===== config.mk =====
export PLATFORM = sky130hd
export DESIGN_NAME = ledmatrix_frame_sequencer
export DESIGN_NICKNAME = d
export VERILOG_FILES = /design/src/rtl/ledmatrix_pkg.sv /design/src/rtl/tick_prescaler.sv /design/src/rtl/ledmatrix_frame_sequencer.sv
export SDC_FILE = /design/constraint.sdc
export NUM_CORES = 1
export LEC_CHECK = 0
export ABC_CLOCK_PERIOD_IN_PS = 5300
export BUFFER_PORTS_ARGS = -buffer_cell sky130_fd_sc_hd__clkbuf_2
export CORE_MARGIN = 2
export CORE_UTILIZATION = 36
export DETAILED_ROUTE_END_ITERATION = 10
export PLACE_DENSITY = 0.56
export SETUP_SLACK_MARGIN = 0.3
export SYNTH_ARGS = -nofsm -noshare
export SYNTH_HDL_FRONTEND = slang
export SYNTH_SLANG_ARGS = --single-unit

===== constraint.sdc =====
create_clock -name clk -period 5.3 [get_ports clk]
set_input_delay 1.06 -clock clk [delete_from_list [all_inputs] [get_ports clk]]
set_output_delay 1.06 -clock clk [all_outputs]
set_load 0.05 [all_outputs]

===== src/rtl/ledmatrix_pkg.sv =====
// Purpose: shared types and helpers for the LED matrix frame sequencer.
// Latency: n/a (constants, enum and pure functions only).
// Backpressure: n/a.
// Contents: FRAME_W, frame bit-index helper, sequencer state enum, tick divider.
package ledmatrix_pkg;

  localparam int FRAME_W = 64;

  typedef enum logic [1:0] {
    IDLE = 2'd0,
    LOAD = 2'd1,
    SHOW = 2'd2
  } state_t;

  // Bit position of a pixel inside a 64-bit frame.
  function automatic int pix_bit(input int row, input int col);
    return row * 8 + col;
  endfunction

  // Core clocks per hold-time tick.
  function automatic int tick_div(input int clk_hz, input int tick_hz);
    return clk_hz / tick_hz;
  endfunction

endpackage


===== src/rtl/tick_prescaler.sv =====
// Purpose: divides clk down to one tick every TICK_DIV cycles.
// Latency: tick is a combinational decode of the counter; first tick TICK_DIV-1 cycles after reload.
// Backpressure: none; free-running, restarted by reload.
// Ports: clk, rst (sync, active-low), reload (restart count), tick (count==0).
module tick_prescaler #(
  parameter int TICK_DIV = 12000
) (
  input  logic clk,
  input  logic rst,
  input  logic reload,
  output logic tick
);

  localparam int CW = $clog2(TICK_DIV);
  localparam logic [CW-1:0] TOP = CW'(TICK_DIV - 1);

  logic [CW-1:0] r_cnt;

  always_ff @(posedge clk) begin
    if (!rst) begin
      r_cnt <= TOP;
    end else if (reload || (r_cnt == '0)) begin
      r_cnt <= TOP;
    end else begin
      r_cnt <= r_cnt - CW'(1);
    end
  end

  assign tick = (r_cnt == '0);

endmodule


===== src/rtl/ledmatrix_frame_sequencer.sv =====
// Purpose: plays up to DEPTH stored 64-bit frames onto the LED matrix pixels bus.
// Latency: start -> LOAD next cycle -> pixels/frame_stb one cycle later; frame period hold*TICK_DIV+1.
// Backpressure: wr_ready only in IDLE with a free slot; start/stop never stall.
// Ports: clk, rst (sync, active-low); wr_valid/wr_ready/wr_data/wr_hold frame load;
//        clear, start, stop, loop controls; busy, frame_idx, frame_stb, pixels status/output.
module ledmatrix_frame_sequencer
  import ledmatrix_pkg::*;
#(
  parameter int CLK_HZ  = 12000000,
  parameter int TICK_HZ = 1000,
  parameter int DEPTH   = 4,
  parameter int HOLD_W  = 16
) (
  input  logic                       clk,
  input  logic                       rst,
  input  logic                       wr_valid,
  output logic                       wr_ready,
  input  logic [FRAME_W-1:0]         wr_data,
  input  logic [HOLD_W-1:0]          wr_hold,
  input  logic                       clear,
  input  logic                       start,
  input  logic                       stop,
  input  logic                       loop,
  output logic                       busy,
  output logic [$clog2(DEPTH)-1:0]   frame_idx,
  output logic                       frame_stb,
  output logic [FRAME_W-1:0]         pixels
);

  localparam int TICK_DIV = tick_div(CLK_HZ, TICK_HZ);
  localparam int IW = $clog2(DEPTH);
  localparam int CW = IW + 1;

  state_t r_state, w_state_nxt;

  logic [FRAME_W-1:0] r_data [DEPTH];
  logic [HOLD_W-1:0]  r_hold [DEPTH];

  logic [CW-1:0]      r_count;
  logic [IW-1:0]      r_wr_ptr;
  logic [IW-1:0]      r_frame_idx;
  logic [HOLD_W-1:0]  r_hold_cnt;
  logic [FRAME_W-1:0] r_pixels;
  logic               r_loop;
  logic               r_busy;
  logic               r_frame_stb;

  logic               w_idle, w_load, w_show;
  logic               w_tick, w_wr_acc, w_start_ok, w_last, w_expire;
  logic [HOLD_W-1:0]  w_slot_hold;

  tick_prescaler #(.TICK_DIV(TICK_DIV)) u_prescaler (
    .clk    (clk),
    .rst    (rst),
    .reload (w_load),
    .tick   (w_tick)
  );

  // Clear beats a same-cycle write; start is judged on the count before any write.
  assign w_wr_acc    = wr_valid && wr_ready && !clear;
  assign w_start_ok  = w_idle && start && !clear && (r_count != '0);
  assign w_last      = ({1'b0, r_frame_idx} == (r_count - CW'(1)));
  assign w_expire    = w_show && w_tick && (r_hold_cnt == HOLD_W'(1));
  assign w_slot_hold = r_hold[r_frame_idx];

  // State register.
  always_ff @(posedge clk) begin
    if (!rst) r_state <= IDLE;
    else      r_state <= w_state_nxt;
  end

  // Next-state logic; stop outranks expiry.
  always_comb begin
    w_state_nxt = r_state;
    case (r_state)
      IDLE:    if (w_start_ok) w_state_nxt = LOAD;
      LOAD:    w_state_nxt = stop ? IDLE : SHOW;
      SHOW: begin
        if (stop)          w_state_nxt = IDLE;
        else if (w_expire) w_state_nxt = (w_last && !r_loop) ? IDLE : LOAD;
      end
      default: w_state_nxt = IDLE;
    endcase
  end

  // Output decode.
  always_comb begin
    w_idle    = (r_state == IDLE);
    w_load    = (r_state == LOAD);
    w_show    = (r_state == SHOW);
    wr_ready  = rst && w_idle && (r_count < CW'(DEPTH));
    busy      = r_busy;
    frame_stb = r_frame_stb;
    frame_idx = r_frame_idx;
    pixels    = r_pixels;
  end

  // Frame store: contents need no reset, count/wr_ptr define validity.
  always_ff @(posedge clk) begin
    if (w_wr_acc) begin
      r_data[r_wr_ptr] <= wr_data;
      r_hold[r_wr_ptr] <= wr_hold;
    end
  end

  // Playback datapath.
  always_ff @(posedge clk) begin
    if (!rst) begin
      r_count     <= '0;
      r_wr_ptr    <= '0;
      r_frame_idx <= '0;
      r_hold_cnt  <= '0;
      r_pixels    <= '0;
      r_loop      <= 1'b0;
      r_busy      <= 1'b0;
      r_frame_stb <= 1'b0;
    end else begin
      r_busy      <= (w_state_nxt != IDLE);
      r_frame_stb <= w_load;

      if (w_idle) begin
        if (clear) begin
          r_count  <= '0;
          r_wr_ptr <= '0;
        end else if (w_wr_acc) begin
          r_count  <= r_count + CW'(1);
          r_wr_ptr <= r_wr_ptr + IW'(1);
        end
        if (w_start_ok) begin
          r_loop      <= loop;
          r_frame_idx <= '0;
        end
      end

      // LOAD always presents its frame, even if stop arrives in the same cycle.
      if (w_load) begin
        r_pixels   <= r_data[r_frame_idx];
        r_hold_cnt <= (w_slot_hold == '0) ? HOLD_W'(1) : w_slot_hold;
      end else if (w_show && w_tick) begin
        r_hold_cnt <= r_hold_cnt - HOLD_W'(1);
      end

      if (w_expire && !stop) begin
        if (!w_last)     r_frame_idx <= r_frame_idx + IW'(1);
        else if (r_loop) r_frame_idx <= '0;
      end
    end
  end

endmodule


==> summary.md <==
| Metric | Value |
|---|---|
| Status | `completed` |
| Asr flop ratio synth | `0%` |
| Max IR drop VDD | `203 uV` |
| Worst setup path class | `primary input to flop` |
| CP bufs+invs | `3` |
| Fin. max-slew vios | `0` |
| Met3 WL | `1.60 mm` |
| Clk Latency, worst-skew pair | `550 ps` |
| Area occupied by multi-input gates | `slightly below 4000 um2` |
| Hold-fix buffers, CTS | `0` |
| Crit path cell chain | `clkbuf_2 > buf_4 > nor4b_1 > nand2_1 > nor2_1 > and2_4 > buf_4` |
| Final Hold Violating Endpoints | `0` |
| Predominant post-synthesis flop cell | `edfxtp_1` |
| R2R depth | `5` |
| Total Wirelength | `33.9 mm` |
| Post-synth top area share | `60.7%` |
| Post-synth EDFFs | `320` |
| Netlist cell types | `45` |
| Via count of the routed design | `8477` |
| Met2 wire len | `16.3 mm` |
| Commonest non-fill, non-tap cell in the layout | `edfxtp_1` |
| DPL Wire Length | `20.8 mm` |
| Crit path largest cell delay | `650 ps` |
| Worst Max-Slew Pin Slew | `1100 ps` |
| Hold crit path type | `flop to flop` |
| Commonest cells after routing, fill and taps aside | `edfxtp_1, clkbuf_2, nand2_1` |
| Largest net degree at the start of global routing | `76` |
| P_leak | `approximately 0.0062 uW` |
| First-pass GRT wire length | `about 52 mm` |
| Largest cells by area after synthesis | `edfxtp_1, dfxtp_1, mux4_2` |
| Arr. time, crit path | `3640 ps` |
| Layout cells sized above 1 | `29.3%` |
| Mapped cell area | `15800 um2` |
| Antenna Nets Post-Route | `0` |
| Max Cap Viol | `0` |
| CTS Buf Count | `44` |
| Post-CTS sizing | `0` |
| Worst-path clk slew | `60 ps` |
| WP data required | `5510 ps` |
| DIE WIDTH | `214 um` |
| # rows | `76` |
| Syn avg cell area | `16.6 um2` |
| I/O Pins | `approximately 160` |
| Non-Filler Instances | `1738` |
| Syn Nets | `approximately 1000` |
| CP endpoint kind | `flop` |
| Via/cell ratio | `4.88` |
| Sum Neg Setup Slack | `0 ps` |
| Core Box Area | `43300 um2` |
| Chip Height | `about 210 um` |
| Vias in the first global route | `~8800` |
| RSZ-0062 raised after global routing | `false` |
| GRT Total Usage | `15.2%` |
| Hold Crit Depth | `1` |
| Startpoint types | `primary input` |
| Initial antenna violation count | `2` |
| CTS tree | `built` |
| Setup Skew | `~12 ps` |
| Fmax | `between 200 and 300 MHz` |
| Flops & latches, synth | `426` |
| P&R area growth vs syn | `19.2%` |
| DRC | `0` |
| Cell taking the most area after synthesis | `edfxtp_1` |
| # fillers | `3851` |
| Mapped Cells | `951` |
| Drt first-iter violations | `603` |
| Final setup vio count | `0` |
| Global route total overflow | `0` |
| Critical Path Fanout Max | `37` |
| WL per Instance | `between 15 and 20 um` |
| Final Cell Area | `18900 um2` |
| WL met1 | `15.4 mm` |
| Die area | `about 46000 um2` |
| Period utilization | `64.8%` |
| Top Layer Used | `met5` |
| Port bufs | `155` |
| Most used cell, CP | `buf_4` |
| CP max-delay cell | `and2_4` |
| Initial Util | `36.6%` |
| Sink Count | `426` |
| Placer congestion estimate | `0.735` |
| H-tree Lvls | `2` |
| Fin nets | `around 1200` |
| Min Tclk post-route | `~3400 ps` |
| Drt pass-1 iters | `4` |
| Dpl cell area | `17300 um2` |
| Longest Clk Path Bufs | `3` |
| Cell depth of the worst setup path | `7` |
| Ys Warns | `0` |
| Post-CTS repair timing setup buffer count | `0` |
| Sequential fraction of the synthesis area | `74.2%` |
| FF+latch area | `11700 um2` |
| Relative slew slack | `26.5%` |
| DP Cell Count | `~1700` |
| CP delay by family, top | `simple AND/OR/NAND/NOR gates` |
| CTS Root Cell | `clkbuf_16` |
| PD cells | `about 370 nW/um2` |
[logic make-up after synthesis]
kind of cell / after synthesis / synth area share, %
DFF: 426 / 74.2
and+or+nand+nor: 228 / 6.53
AOI/OAI and AO/OA: 120 / 4.22
muxes: 83 / 11.6
buffers and inverters: 64 / 1.58
xor gates and xnor gates: 19 / 1.05
adders and majority gates: 11 / 0.870
[sequential cells by signal, summed over array words and instances (netlist names)]
signal	count
r_state	2
r_hold_cnt	16
frame_stb	1
pixels	64
r_hold	64
r_data	256
r_loop	1
r_wr_ptr	2
r_count	3
busy	1
u_prescaler.r_cnt	14
frame_idx	2
[layer usage]
layer / vias to the layer above / track usage [%]
met4: 2 / 4.19
met2: 172 / 24.8
met5: - / 0
met3: 46 / 3.28
li1: 3986 / -
met1: 4271 / 20.6
[worst paths after layout]
kind / to / startpoint / slack [ps]
worst max-delay path: r_data[1][28] / rst / 1860
worst min-delay path: u_prescaler.r_cnt[0] / u_prescaler.r_cnt[0] / 420
worst max register to register: r_data[1][28] / r_state[1] / 2300
worst min register to register: u_prescaler.r_cnt[0] / u_prescaler.r_cnt[0] / 420
[synthesized netlist by cell type (11+ instances only)]
library cell	count
buf_1	12
a21oi_1	72
o21ai_0	19
ha_1	11
nand2_1	146
inv_1	11
clkbuf_1	32
nor2_1	22
mux4_2	80
xnor2_1	11
dfxtp_1	106
edfxtp_1	320
[final cells by class]
type | count | share of cell area [%]
tap | 585 | 3.88
inverter | 12 | 0.246
clock buffer | 54 | 6.36
clock inverter | 26 | 1.82
sequential | 426 | 62.3
multi-input combinational | 461 | 20.5
antenna | 2 | 0.0265
timing repair buffer | 172 | 4.92
[through the flow]
step / setup slack (ps) / util, % / total power (uW) / hold WS, ps
after global routing: 1660 / 43.6 / 7270 / 440
after floorplan: 558 / - / 3770 / 385
after CTS: 1860 / 43.6 / 7130 / 422
after global placement: 1330 / 40.0 / 3850 / 403
after detailed placement: 1290 / 40.0 / 3860 / 407
final: 1860 / 43.6 / 7040 / 417
[power breakdown]
part / total (uW) / switching, uW / internal [uW]
clock network: 3260 / 1250 / 2000
logic: 158 / 102 / 55.3
registers: 3620 / 10.4 / 3610
No activity file was read; power rests on OpenSTA's default activity.
